## config.mk

```make
export PLATFORM = sky130hd
export DESIGN_NAME = fmps_packet_tx
export DESIGN_NICKNAME = d
export VERILOG_FILES = /design/src/rtl/fmps_pkg.sv /design/src/rtl/fmps_word_pack.sv /design/src/rtl/fmps_packet_tx.sv
export SDC_FILE = /design/constraint.sdc
export NUM_CORES = 1
export LEC_CHECK = 0
export ABC_AREA = 1
export BUFFER_PORTS_ARGS = -buffer_cell sky130_fd_sc_hd__buf_2
export CAP_MARGIN = 0
export CORE_MARGIN = 5
export CORE_UTILIZATION = 50
export CTS_CLUSTER_SIZE = 28
export DETAILED_ROUTE_END_ITERATION = 8
export PLACE_DENSITY = 0.73
export SYNTH_ARGS = -nofsm -noshare
export SYNTH_HDL_FRONTEND = slang
export SYNTH_SLANG_ARGS = --single-unit
```

## constraint.sdc

```tcl
create_clock -name auClk -period 3.3 [get_ports auClk]
set_clock_uncertainty 0.05 [all_clocks]
set_input_delay 0.495 -clock auClk [delete_from_list [all_inputs] [get_ports auClk]]
set_output_delay 0.495 -clock auClk [all_outputs]
set_load 0.005 [all_outputs]
```

## src/rtl/fmps_pkg.sv

```systemverilog
// Shared FMPS link definitions: word field positions, defaults and FSM states.
// Imported by both the packet transmitter and the link reader.
package fmps_pkg;

  localparam logic [15:0] HEADER_MAGIC     = 16'hB6CF;
  localparam int          INDEX_WIDTH      = 5;
  // Reserved zero bits that separate the flags from the index in a data word.
  localparam int          DATA_MAGIC_WIDTH = 1;

  localparam int IDX_FIELD_W     = 5;
  localparam int HDR_MAGIC_LSB   = 16;
  localparam int HDR_INDEX_LSB   = 10;
  localparam int HDR_COUNT_LSB   = 0;
  localparam int DAT_FLAGS_LSB   = 30;
  localparam int DAT_INDEX_LSB   = 24;
  localparam int DAT_PAYLOAD_LSB = 8;
  localparam int DAT_CYCLE_LSB   = 0;

  typedef enum logic [1:0] {
    ST_IDLE   = 2'd0,
    ST_HEADER = 2'd1,
    ST_DATA   = 2'd2
  } fmps_state_t;

endpackage

```

## src/rtl/fmps_word_pack.sv

```systemverilog
// Combinational packing of the FMPS header and data words from the
// snapshot taken at the FA strobe.
module fmps_word_pack
  import fmps_pkg::*;
#(
  parameter int          NUM_DATA_WORDS = 1,
  parameter logic [15:0] MAGIC          = 16'hB6CF
) (
  input  logic [IDX_FIELD_W-1:0] i_index,
  input  logic [15:0]            i_payload,
  input  logic [1:0]             i_invalid,
  input  logic [7:0]             i_cycle,
  output logic [31:0]            o_header,
  output logic [31:0]            o_data
);

  always_comb begin
    o_header = '0;
    o_header[HDR_MAGIC_LSB +: 16]          = MAGIC;
    o_header[HDR_INDEX_LSB +: IDX_FIELD_W] = i_index;
    o_header[HDR_COUNT_LSB +: 4]           = 4'(NUM_DATA_WORDS);

    o_data = '0;
    o_data[DAT_FLAGS_LSB +: 2]                              = i_invalid;
    o_data[DAT_INDEX_LSB + IDX_FIELD_W +: DATA_MAGIC_WIDTH] = '0;
    o_data[DAT_INDEX_LSB +: IDX_FIELD_W]                    = i_index;
    o_data[DAT_PAYLOAD_LSB +: 16]                           = i_payload;
    o_data[DAT_CYCLE_LSB +: 8]                              = i_cycle;
  end

endmodule

```

## src/rtl/fmps_packet_tx.sv

```systemverilog
// FMPS packet transmitter: on each FA strobe snapshots the local status and
// sends a header plus NUM_DATA_WORDS data words onto the Aurora TX stream.
module fmps_packet_tx
  import fmps_pkg::*;
#(
  parameter int          INDEX_WIDTH    = 5,
  parameter int          NUM_DATA_WORDS = 1,
  parameter logic [15:0] HEADER_MAGIC   = 16'hB6CF,
  parameter int          COUNT_WIDTH    = 16
) (
  input  logic                   auClk,
  input  logic                   auReset,
  input  logic                   auFAstrobe,
  input  logic                   auChannelUp,
  input  logic                   auInhibit,
  input  logic [INDEX_WIDTH-1:0] auFMPSIndex,
  input  logic [15:0]            auFMPSData,
  input  logic [1:0]             auFMPSInvalid,
  output logic [31:0]            TX_tdata,
  output logic                   TX_tvalid,
  output logic                   TX_tlast,
  input  logic                   TX_tready,
  output logic [7:0]             auCycleCounter,
  output logic [COUNT_WIDTH-1:0] auPacketCount,
  output logic [COUNT_WIDTH-1:0] auOverrunCount,
  output logic                   auOverrunStrobe,
  output logic                   auAbortStrobe
);

  localparam logic [3:0] LAST_IDX = 4'(NUM_DATA_WORDS - 1);

  fmps_state_t            r_state;
  logic [3:0]             r_word_idx;
  logic                   r_tvalid;
  logic                   r_tlast;
  logic [7:0]             r_cycle;
  logic [7:0]             r_cycle_snap;
  logic [IDX_FIELD_W-1:0] r_index;
  logic [15:0]            r_payload;
  logic [1:0]             r_invalid;
  logic [COUNT_WIDTH-1:0] r_pkt_cnt;
  logic [COUNT_WIDTH-1:0] r_ovr_cnt;
  logic                   r_ovr_pulse;
  logic                   r_abort_pulse;

  logic                   w_start_ok;
  logic                   w_busy;
  logic                   w_accept;
  logic                   w_final;
  logic [IDX_FIELD_W-1:0] w_index_fit;
  logic [31:0]            w_header;
  logic [31:0]            w_data;

  assign w_start_ok  = auFAstrobe & auChannelUp & ~auInhibit;
  assign w_busy      = (r_state != ST_IDLE);
  assign w_accept    = r_tvalid & TX_tready;
  assign w_final     = w_accept & r_tlast;
  assign w_index_fit = IDX_FIELD_W'(auFMPSIndex);

  fmps_word_pack #(
    .NUM_DATA_WORDS(NUM_DATA_WORDS),
    .MAGIC         (HEADER_MAGIC)
  ) u_pack (
    .i_index  (r_index),
    .i_payload(r_payload),
    .i_invalid(r_invalid),
    .i_cycle  (r_cycle_snap),
    .o_header (w_header),
    .o_data   (w_data)
  );

  always_ff @(posedge auClk or posedge auReset) begin
    if (auReset) begin
      r_state       <= ST_IDLE;
      r_word_idx    <= '0;
      r_tvalid      <= 1'b0;
      r_tlast       <= 1'b0;
      r_cycle       <= '0;
      r_cycle_snap  <= '0;
      r_index       <= '0;
      r_payload     <= '0;
      r_invalid     <= '0;
      r_pkt_cnt     <= '0;
      r_ovr_cnt     <= '0;
      r_ovr_pulse   <= 1'b0;
      r_abort_pulse <= 1'b0;
    end else begin
      r_ovr_pulse   <= 1'b0;
      r_abort_pulse <= 1'b0;

      if (auFAstrobe) r_cycle <= r_cycle + 8'd1;

      // A valid strobe while busy (including the final-accept cycle) is dropped, never queued.
      if (w_start_ok && w_busy) begin
        r_ovr_pulse <= 1'b1;
        if (r_ovr_cnt != {COUNT_WIDTH{1'b1}}) r_ovr_cnt <= r_ovr_cnt + 1'b1;
      end

      case (r_state)
        ST_IDLE: begin
          if (w_start_ok) begin
            r_index      <= w_index_fit;
            r_payload    <= auFMPSData;
            r_invalid    <= auFMPSInvalid;
            r_cycle_snap <= r_cycle;
            r_state      <= ST_HEADER;
            r_tvalid     <= 1'b1;
            r_tlast      <= 1'b0;
          end
        end
        ST_HEADER, ST_DATA: begin
          // A last beat already handed over completes the packet even if the link just dropped.
          if (!auChannelUp && !w_final) begin
            r_state       <= ST_IDLE;
            r_tvalid      <= 1'b0;
            r_tlast       <= 1'b0;
            r_word_idx    <= '0;
            r_abort_pulse <= 1'b1;
          end else if (w_accept) begin
            if (r_state == ST_HEADER) begin
              r_state    <= ST_DATA;
              r_word_idx <= '0;
              r_tlast    <= (LAST_IDX == 4'd0);
            end else if (r_tlast) begin
              r_state    <= ST_IDLE;
              r_tvalid   <= 1'b0;
              r_tlast    <= 1'b0;
              r_word_idx <= '0;
              r_pkt_cnt  <= r_pkt_cnt + 1'b1;
            end else begin
              r_word_idx <= r_word_idx + 4'd1;
              r_tlast    <= ((r_word_idx + 4'd1) == LAST_IDX);
            end
          end
        end
        default: begin
          r_state  <= ST_IDLE;
          r_tvalid <= 1'b0;
          r_tlast  <= 1'b0;
        end
      endcase
    end
  end

  assign TX_tdata        = !r_tvalid ? 32'd0 : ((r_state == ST_DATA) ? w_data : w_header);
  assign TX_tvalid       = r_tvalid;
  assign TX_tlast        = r_tlast;
  assign auCycleCounter  = r_cycle;
  assign auPacketCount   = r_pkt_cnt;
  assign auOverrunCount  = r_ovr_cnt;
  assign auOverrunStrobe = r_ovr_pulse;
  assign auAbortStrobe   = r_abort_pulse;

endmodule
```

Word-level counts from Yosys, hierarchy flattened --
Cells that the tools add are included.
Word-level totals: flip-flop bits (word level) 81, bits in latches 0, RAM bits 0, memory bits (read-only) 0, input bits 29, output and inout bits 76, word-level logic and storage cells 75, memories kept 0
Cells by class: add/subtract/negate cells 4, multipliers 0, div/mod/pow operators 0, $lt $le $gt $ge 0, eq/ne operators 8, shift operators 0, muxes and demuxes 27, bitwise logic cells 7, reduce and logical (&&, ||, !) cells 16
Operator list (count):
- 32-bit 2-to-1 mux | 2
- 16-bit by 1-bit adder with 16-bit output, second input constant | 2
- 4-bit 2-to-1 mux | 4
- 16-bit != test, second input constant | 1
- 1-bit 2-to-1 mux | 13
- 2-bit 2-to-1 mux | 5
- 3-bit != test, second input constant | 3
- 8-bit by 1-bit adder with 8-bit output, second input constant | 1
- 2-bit AND reduction | 4
- 5-bit AND reduction | 1
- 4-bit by 1-bit adder with 4-bit output, second input constant | 1
- 1-bit bitwise AND | 4
- 4-bit zero test | 1
- 4-bit != test, second input constant | 1
- 1-bit case mux with 2 select lines | 2
- 2-bit case mux with 2 select lines | 1
- 4-bit AND reduction | 1
- 2-bit nonzero test | 2
- 1-bit inverter | 3
- 3-bit AND reduction | 1
- 2-bit by 1-bit equality test with 1-bit output, second input constant | 1
- 2-bit equality test, second input constant | 1
- 1-bit logical AND | 2
- 1-bit zero test | 2
- other kinds (3) | 3

Logic depth before layout (Yosys ltp) --
Gate-level depths: netlist of the first run.
depth in word-level cells 7, depth in mapped cells 10, mapped depth without buffers 10

Hierarchy --
Synthesis of the first run repeated with hierarchy kept, for this count alone.
Unflattened totals: cells, all modules 697, area total of the unflattened synthesis 4996.0 µm²
By module, submodules not included:
- fmps_packet_tx | instances 1, cells each 631, area each 4508.1 µm², sequential area each 2026.9 µm²
- fmps_word_pack | instances 1, cells each 66, area each 488.0 µm², sequential area each 0.0 µm²

Worst setup path after synthesis of the first run --
Ideal clock, no wire load.
path kind reg-to-reg, start reg r_state[1], end reg r_pkt_cnt[5], in the netlist auPacketCount[5], library setup time 0.123 ns, arrival time 1.515 ns, required time 3.127 ns, slack 1.612 ns, stages on the path, launching flop included 10, path buffers 0, period minus slack after synthesis 1.688 ns, cells stage by stage dfrtp_1 -> inv_1 -> ha_1 -> inv_1 -> nor2_1 -> nand3_2 -> inv_1 -> nand2_1 -> o21ai_0 -> nand2_1
Between the ends: cells in the longest elaborated chain, start to end 3, elaborated cells on any way between the ends 5, those cells by class eq/ne (2); bitwise (1); reduce/logical (2)
RTL lines:
- start, declared | line fmps_packet_tx.sv:32 | fmps_state_t r_state;
- start signal, assigned | line fmps_packet_tx.sv:74 | r_state <= ST_IDLE;
- start signal, assigned | line fmps_packet_tx.sv:106 | r_state <= ST_HEADER;
- start signal, assigned | line fmps_packet_tx.sv:114 | r_state <= ST_IDLE;
- 2-bit by 1-bit equality test with 1-bit output or 2-bit equality test (tied branches) | line fmps_packet_tx.sv:99, fmps_packet_tx.sv:120
- 2-bit OR reduction or 1-bit inverter (tied branches)
- 5-bit AND reduction (no source line) (*)
- end signal, assigned | line fmps_packet_tx.sv:129 | r_pkt_cnt <= r_pkt_cnt + 1'b1;
- end, declared | line fmps_packet_tx.sv:41 | logic [COUNT_WIDTH-1:0] r_pkt_cnt;
Every way passes the cells marked *; elsewhere a longest branch is shown, timed or not. A chain may end at the register's enable or synchronous reset.

Worst setup path after layout of the first run --
start reg r_state[0], end out TX_tdata[14]
Between the ends: cells in the longest elaborated chain, start to end 3
RTL lines:
- 2-bit equality test | line fmps_packet_tx.sv:145 | assign TX_tdata = !r_tvalid ? 32'd0 : ((r_state == ST_DATA) ? w_data : w_header);
- 32-bit 2-to-1 mux (2 in series) | line fmps_packet_tx.sv:145
- end, declared | line fmps_packet_tx.sv:19 | output logic [31:0] TX_tdata,
Every way passes these cells.

==> results of run 1 <==
-- layout by cell type (no fill, tap or decap) --
| master | instances |
|---|---|
| sky130_fd_sc_hd__o22ai_1 | 5 |
| sky130_fd_sc_hd__clkbuf_8 | 10 |
| sky130_fd_sc_hd__buf_4 | 2 |
| sky130_fd_sc_hd__nand4_1 | 7 |
| sky130_fd_sc_hd__clkinvlp_4 | 2 |
| sky130_fd_sc_hd__nand3_2 | 3 |
| sky130_fd_sc_hd__ha_1 | 9 |
| sky130_fd_sc_hd__buf_2 | 104 |
| sky130_fd_sc_hd__dfrtp_1 | 81 |
| sky130_fd_sc_hd__o21ai_4 | 1 |
| sky130_fd_sc_hd__a21oi_1 | 35 |
| sky130_fd_sc_hd__o21ai_0 | 23 |
| sky130_fd_sc_hd__clkinv_4 | 2 |
| sky130_fd_sc_hd__nor3_1 | 3 |
| sky130_fd_sc_hd__bufinv_16 | 1 |
| sky130_fd_sc_hd__clkinv_2 | 2 |
| sky130_fd_sc_hd__inv_1 | 82 |
| sky130_fd_sc_hd__xor2_1 | 11 |
| sky130_fd_sc_hd__nand3b_1 | 2 |
| sky130_fd_sc_hd__nor2_8 | 1 |
| sky130_fd_sc_hd__nand2_1 | 171 |
| sky130_fd_sc_hd__nand2_2 | 1 |
| sky130_fd_sc_hd__xnor2_1 | 10 |
| sky130_fd_sc_hd__nor2_1 | 81 |
| sky130_fd_sc_hd__nand3_1 | 18 |
| sky130_fd_sc_hd__nand2_4 | 1 |
| sky130_fd_sc_hd__nor2_4 | 1 |
-- power by group --
group | switching, mW | total [mW] | internal [mW]
Combinational | 0.696 | 1.15 | 0.454
Clock | 0.368 | 0.740 | 0.371
Sequential | 0.193 | 1.48 | 1.28
-- flip-flops by register name, indices dropped and copies added (netlist names) --
register         flops
r_invalid            2
auAbortStrobe        1
r_cycle_snap         8
r_word_idx           4
auOverrunCount      16
TX_tvalid            1
TX_tlast             1
r_payload           16
auCycleCounter       8
r_state              2
auPacketCount       16
auOverrunStrobe      1
r_index              5
-- per-stage QoR --
step / std cells / instance area [sq um]
6_report: 774 / 5030
5_1_grt: 774 / 5030
4_1_cts: 774 / 5030
3_5_place_dp: 758 / 4830
3_3_place_gp: 758 / 4830
2_1_floorplan: 560 / 4220
-- kinds of logic (layout without fill, tap and decap cells) --
group,after synthesis,after routing,share of synthesized area
compound gates,64,64,0.0800
fa+ha+maj,9,9,0.0267
xor+xnor,21,21,0.0436
buf+inv,96,205,0.0883
simple gates,289,289,0.281
flops,81,81,0.480
-- cell type report --
class	instances	area, sq um	share of cell area
repair buffers	106	536	0.106
clock inverters	6	67.6	0.0134
flip-flops and latches	81	2030	0.403
well taps	105	131	0.0261
multi-input cells	383	1820	0.362
inverters	83	313	0.0621
clock buffers	10	138	0.0273
-- per-layer routing --
metal  track usage  vias to the layer above
li1              -                     1926
met1         0.246                     1666
met2         0.324                       86
met3        0.0355                       14
met4        0.0656                        0
met5             0                        -
-- worst max-delay path by stage --
stage | startpoint | to | slack, ns | cells past startpoint
after floorplan | auReset | TX_tlast | 0.67 | 1
after global placement | r_state[0] | TX_tdata[10] | 1.04 | 5
after detailed placement | r_state[0] | TX_tdata[14] | 0.94 | 5
after CTS | r_state[0] | TX_tdata[14] | 0.55 | 5
after global routing | r_state[0] | TX_tdata[12] | 0.34 | 5
final | r_state[0] | TX_tdata[14] | 0.57 | 5
==> results.rst, run 1 <==
.. list-table::
   :header-rows: 1

   * - Metric
     - Value
   * - Final setup TNS
     - 0 ns
   * - Total length of routed wires
     - between 9000 and 10000 um
   * - Critical setup path kind
     - reg2out
   * - Area added between synthesis and finish
     - 19.3%
   * - Count of flip-flops with a built-in enable after synthesis
     - 0
   * - Fill count
     - 771
   * - Starting density of the core
     - 0.514
   * - Top area cells in the synthesized netlist
     - sky130_fd_sc_hd__dfrtp_1, sky130_fd_sc_hd__nand2_1, sky130_fd_sc_hd__inv_1
   * - Smallest hold slack
     - about 0.12 ns
   * - Core occupancy in the finished layout
     - 0.613
   * - First-pass iteration count of the detailed router
     - 4
   * - Async S/R FF share, synth
     - 1.00
   * - Normalized max-slew margin
     - 0.356
   * - # rows
     - 33
   * - Sequential element share of the synthesized area
     - 0.480
   * - Area of the mapped netlist
     - 4220 sq um
   * - Worst Reg2Reg Path Length in Cells
     - 5
   * - CP Buf/Inv Count
     - 2
   * - Post-CTS Setup Inserts
     - 0
   * - Post-Synthesis Cells
     - 560
   * - Max-cap violation count
     - 0
   * - TritonCTS buffer count
     - 9
   * - Clk pin slew, worst setup/hold paths
     - 0.09 ns
   * - Die Ht
     - about 100 um
   * - Pins over their slew limit
     - 0
   * - First-pass GRT wire length
     - 15900 um
   * - CP peak stage delay
     - 0.47 ns
   * - TritonCTS clock tree
     - yes
   * - Yosys Warn Count
     - 0
   * - Peak Freq
     - roughly 370 MHz
   * - Total clock sinks
     - 81
   * - Maximum vdd ir drop
     - 0.303 mV
   * - PwrDens
     - 668 nW/um^2
   * - Antenna violations before repair
     - 0
   * - Ratio of cells with drive above 1 in the final layout
     - 0.196
   * - Detail Route met3 WL
     - slightly below 500 um
   * - Data arrival time of the critical path
     - 2.19 ns
   * - Count of unresolved DRC violations after routing
     - 0
   * - Area enclosed by the die boundary
     - just over 10000 sq um
   * - Gates resized, CTS repair
     - 0
   * - Routability cong.
     - 0.898
   * - Worst-Margin Slew
     - 0.963 ns
   * - Clock root buffer master
     - sky130_fd_sc_hd__clkbuf_8
   * - Via count of the first global-routing pass
     - 3524
   * - Syn Area/Cell
     - 7.54 sq um
   * - Diodes inserted
     - 0
   * - Post-route met1 wirelength
     - 4190 um
   * - Setup crit start kind
     - register
   * - Post-CTS Hold Buffers
     - 0
   * - Worst hold path class
     - in2async
   * - Top cells by instance count after synthesis
     - sky130_fd_sc_hd__nand2_1, sky130_fd_sc_hd__inv_1, sky130_fd_sc_hd__dfrtp_1, sky130_fd_sc_hd__nor2_1, sky130_fd_sc_hd__a21oi_1
   * - DRC marker count from the first detailed-route iteration
     - 95
   * - Post-synthesis register bit count
     - 81
   * - Syn nets
     - 598
   * - Most used standard cell by instance count after synthesis
     - sky130_fd_sc_hd__nand2_1
   * - Share of the synthesized area in the top cell type
     - 0.480
   * - # nets final
     - 702
   * - Largest net degree at the start of global routing
     - 63
   * - Routed wire length per instance
     - 11.8 um
   * - # H-tree levels
     - 3
   * - Metal2 WL
     - between 4000 and 5000 um
   * - Post-layout power
     - about 3.4 mW
   * - Chip Width
     - 102 um
   * - CORE AREA
     - 8220 sq um
   * - Crit share post-route
     - 0.828
   * - Number of setup violations in the final report
     - 0
   * - Number of distinct standard cells referenced by the synthesized netlist
     - 22
   * - Commonest register cell after synthesis
     - sky130_fd_sc_hd__dfrtp_1
   * - GR Overflow Total
     - 0
   * - Dominant delay contributor by cell family on the critical path
     - simple AND/OR/NAND/NOR gates
   * - Status
     - completed
   * - IO Pins
     - 105
   * - Min setup slack post-route
     - 0.569 ns
   * - Setup repair after global routing missed its margin
     - false
   * - Setup crit end kind
     - output port
   * - Min Tclk post-route
     - about 2.7 ns
   * - All-Layer GR Usage
     - 0.191
   * - Req. time, crit path
     - 2.75 ns
   * - Hpwl dp
     - 6980 um
   * - Capturing point of the worst reg2reg path
     - r_payload[8]
   * - R2r startpoint
     - r_state[0]
   * - DR top layer
     - met4
   * - CP max FO
     - 20
   * - Worst-path cell chain
     - inv_1, ha_1, nand2_1, o22ai_1, buf_2
   * - Buffer depth of the longest clock path
     - 2
   * - # port buffers
     - 104
   * - LEAKAGE
     - 2.81 nW
   * - Library cell contributing the largest single delay on the critical path
     - sky130_fd_sc_hd__nand2_1
   * - Via Count
     - 3692
   * - Final Hold Violating Endpoints
     - 0
   * - Cell type with the highest aggregate area in the netlist
     - sky130_fd_sc_hd__dfrtp_1
   * - Minimum setup slack after placement
     - just over 0.9 ns
   * - Detail-routed via count per cell
     - 4.77
   * - Number of nets with antenna violations after routing
     - 0
   * - Setup slack of the most critical reg-to-reg path
     - about 1.3 ns
   * - Insertion delay of the later-clocked pin in the worst-skew pair
     - 0.35 ns
Note: power is estimated with default switching activity, not from simulation.
==> run 2: changes to the inputs <==
==> constraint.sdc (replaced) <==
create_clock -name auClk -period 2.8 [get_ports auClk]
set_clock_uncertainty 0.05 [all_clocks]
set_input_delay 0.42 -clock auClk [delete_from_list [all_inputs] [get_ports auClk]]
set_output_delay 0.42 -clock auClk [all_outputs]
set_load 0.005 [all_outputs]
==> run 2 against run 1 <==
Cell count is 0.13% higher. Setup slack lost 0.26 ns. First-iteration DRC count rose by 37%. Flip-flop and latch count unchanged. Register-to-register slack worse by 0.52 ns. Hold slack worse by 0.018 ns. Via count is 1.4% higher. Sequential share of layout area decreased by 0.35 points. Final area up 0.87%. Sequential power rose by 18%. Count of clock-buffer cells in the layout stayed put. Clock power rose by 29%. Critical path type unchanged. Highest routed layer unchanged.
==> results.rst, run 2 (synthesis results as in run 1) <==
.. list-table::
   :header-rows: 1

   * - Metric
     - Value
   * - PwrDens
     - 800 nW/um^2 (+20%)
   * - Clk pin slew, worst setup/hold paths
     - 0.09 ns (about the same)
   * - All-Layer GR Usage
     - 0.196 (+0.00497)
   * - Minimum setup slack after placement
     - 0.670 ns (-0.265 ns)
   * - Setup crit end kind
     - output port
   * - Setup crit start kind
     - register
   * - Pins over their slew limit
     - 0 (unchanged)
   * - Crit share post-route
     - 0.890
   * - Capturing point of the worst reg2reg path
     - r_payload[5]
   * - Status
     - completed
   * - Data arrival time of the critical path
     - 2.02 ns (-0.17 ns)
   * - CORE AREA
     - 8220 sq um (unchanged)
   * - Setup repair after global routing missed its margin
     - false
   * - Peak Freq
     - 401 MHz
   * - Via Count
     - 3743 (+1.4%)
   * - Count of unresolved DRC violations after routing
     - 0 (unchanged)
   * - Top library cells by usage in the layout, fill and taps aside
     - sky130_fd_sc_hd__nand2_1, sky130_fd_sc_hd__buf_2, sky130_fd_sc_hd__inv_1
   * - Via count of the first global-routing pass
     - 3608 (+2.4%)
   * - Routability cong.
     - 0.869 (-3.2%)
   * - Worst Reg2Reg Path Length in Cells
     - 5 (unchanged)
   * - Hpwl dp
     - 7010 um (+0.40%)
   * - CP max FO
     - 20 (unchanged)
   * - # nets final
     - 703 (+0.14%)
   * - Clock root buffer master
     - sky130_fd_sc_hd__clkbuf_8
   * - GR Overflow Total
     - 0 (unchanged)
   * - Antenna violations before repair
     - 0 (unchanged)
   * - Detail-routed via count per cell
     - 4.83 (+1.3%)
   * - Post-route cell area
     - 5080 sq um (+0.87%)
   * - Area added between synthesis and finish
     - 20.3%
   * - Gates resized, CTS repair
     - 0 (unchanged)
   * - Post-CTS Setup Inserts
     - 0 (unchanged)
   * - Final Hold Violating Endpoints
     - 0 (unchanged)
   * - Chip Width
     - 102 um (unchanged)
   * - Starting density of the core
     - 0.514 (unchanged)
   * - Insertion delay of the later-clocked pin in the worst-skew pair
     - 0.35 ns (about the same)
   * - IO Pins
     - 105 (unchanged)
   * - R2r startpoint
     - r_state[0]
   * - Final setup TNS
     - 0 ns (unchanged)
   * - TritonCTS buffer count
     - 9 (unchanged)
   * - Number of nets with antenna violations after routing
     - 0 (unchanged)
   * - Max-cap violation count
     - 0 (unchanged)
   * - Post-CTS Hold Buffers
     - 0 (unchanged)
   * - Min setup slack post-route
     - 0.309 ns (-0.260 ns)
   * - Total clock sinks
     - 81 (unchanged)
   * - Routed wire length per instance
     - 12.3 um (+3.8%)
   * - Number of setup violations in the final report
     - 0 (unchanged)
   * - # rows
     - 33 (unchanged)
   * - Worst-Margin Slew
     - 0.986 ns (+0.0233 ns)
   * - Ratio of cells with drive above 1 in the final layout
     - 0.197 (+0.00120)
   * - Buffer depth of the longest clock path
     - 2 (unchanged)
   * - TritonCTS clock tree
     - yes
   * - Setup slack of the most critical reg-to-reg path
     - 0.77 ns (-0.52 ns)
   * - Largest net degree at the start of global routing
     - 63 (unchanged)
   * - # port buffers
     - 104 (unchanged)
   * - LEAKAGE
     - 2.84 nW (+1.0%)
   * - Worst hold path class
     - in2async
   * - Normalized max-slew margin
     - 0.340 (-0.0156)
   * - Area enclosed by the die boundary
     - 10400 sq um (unchanged)
   * - # H-tree levels
     - 3 (unchanged)
   * - Post-detailed-placement cell area
     - 4850 sq um (+0.41%)
   * - Total length of routed wires
     - 9520 um (+3.9%)
   * - Most common cell after layout, fill and taps aside
     - sky130_fd_sc_hd__nand2_1
   * - First-pass iteration count of the detailed router
     - 4 (unchanged)
   * - Fill count
     - 742 (-3.8%)
   * - First-pass GRT wire length
     - 16300 um (+2.4%)
   * - Req. time, crit path
     - 2.33 ns (-0.42 ns)
   * - Critical setup path kind
     - reg2out
   * - Min Tclk post-route
     - 2.49 ns
   * - DRC marker count from the first detailed-route iteration
     - 130 (+37%)
   * - Die Ht
     - 102 um (unchanged)
   * - Post-layout power
     - 4.06 mW (+21%)
   * - Maximum vdd ir drop
     - 0.395 mV (+30%)
   * - Diodes inserted
     - 0 (unchanged)
-- run 2: how the worst max path moves through the flow --
| stage | startpoint | end | slack [ns] | depth (start not counted) |
|---|---|---|---|---|
| final | r_state[0] | TX_tdata[10] | 0.31 | 6 |
| after global routing | r_state[0] | TX_tdata[11] | 0.11 | 6 |
| after CTS | r_state[0] | TX_tdata[13] | 0.29 | 6 |
| after detailed placement | r_state[0] | TX_tdata[13] | 0.67 | 6 |
| after global placement | r_state[0] | TX_tdata[11] | 0.77 | 6 |
| after floorplan | auReset | TX_tlast | 0.25 | 1 |
-- run 2: layout make-up --
cell class              instances  area, sq um  share of cell area
clock buffers                  10          138              0.0271
flip-flops and latches         81         2030               0.399
repair buffers                107          556               0.109
well taps                     105          131              0.0259
multi-input cells             383         1820               0.359
clock inverters                 6         91.3              0.0180
inverters                      83          313              0.0616
-- run 2: layer usage --
layer / GRT usage / vias to the layer above / share of wire
met3: 0.0369 / 12 / 0.057
met5: 0 / - / 0
li1: - / 1924 / -
met2: 0.327 / 91 / 0.48
met4: 0.0646 / 0 / 0.013
met1: 0.259 / 1716 / 0.45
-- run 2: power breakdown --
| group | switching, mW | internal [mW] | leakage, nW | total, mW |
|---|---|---|---|---|
| combinational | 0.819 | 0.542 | 1.71 | 1.36 |
| clock | 0.429 | 0.530 | 0.116 | 0.958 |
| sequential | 0.232 | 1.51 | 1.01 | 1.74 |
-- run 2: metrics by stage --
stage / hold slack, ns / cells / util
finish: 0.102 / 775 / 0.618
global route: 0.168 / 775 / 0.618
CTS: 0.122 / 775 / 0.618
detailed placement: 0.425 / 759 / 0.590
global placement: 0.420 / 759 / 0.590
floorplan: 0.403 / 560 / -
-- run 2: critical path, cell delays in order (launching register included) --
cell	delay, ns
sky130_fd_sc_hd__dfrtp_1	0.40
sky130_fd_sc_hd__inv_1	0.11
sky130_fd_sc_hd__ha_1	0.15
sky130_fd_sc_hd__buf_4	0.16
sky130_fd_sc_hd__nand2_1	0.38
sky130_fd_sc_hd__o22ai_1	0.31
sky130_fd_sc_hd__buf_2	0.15
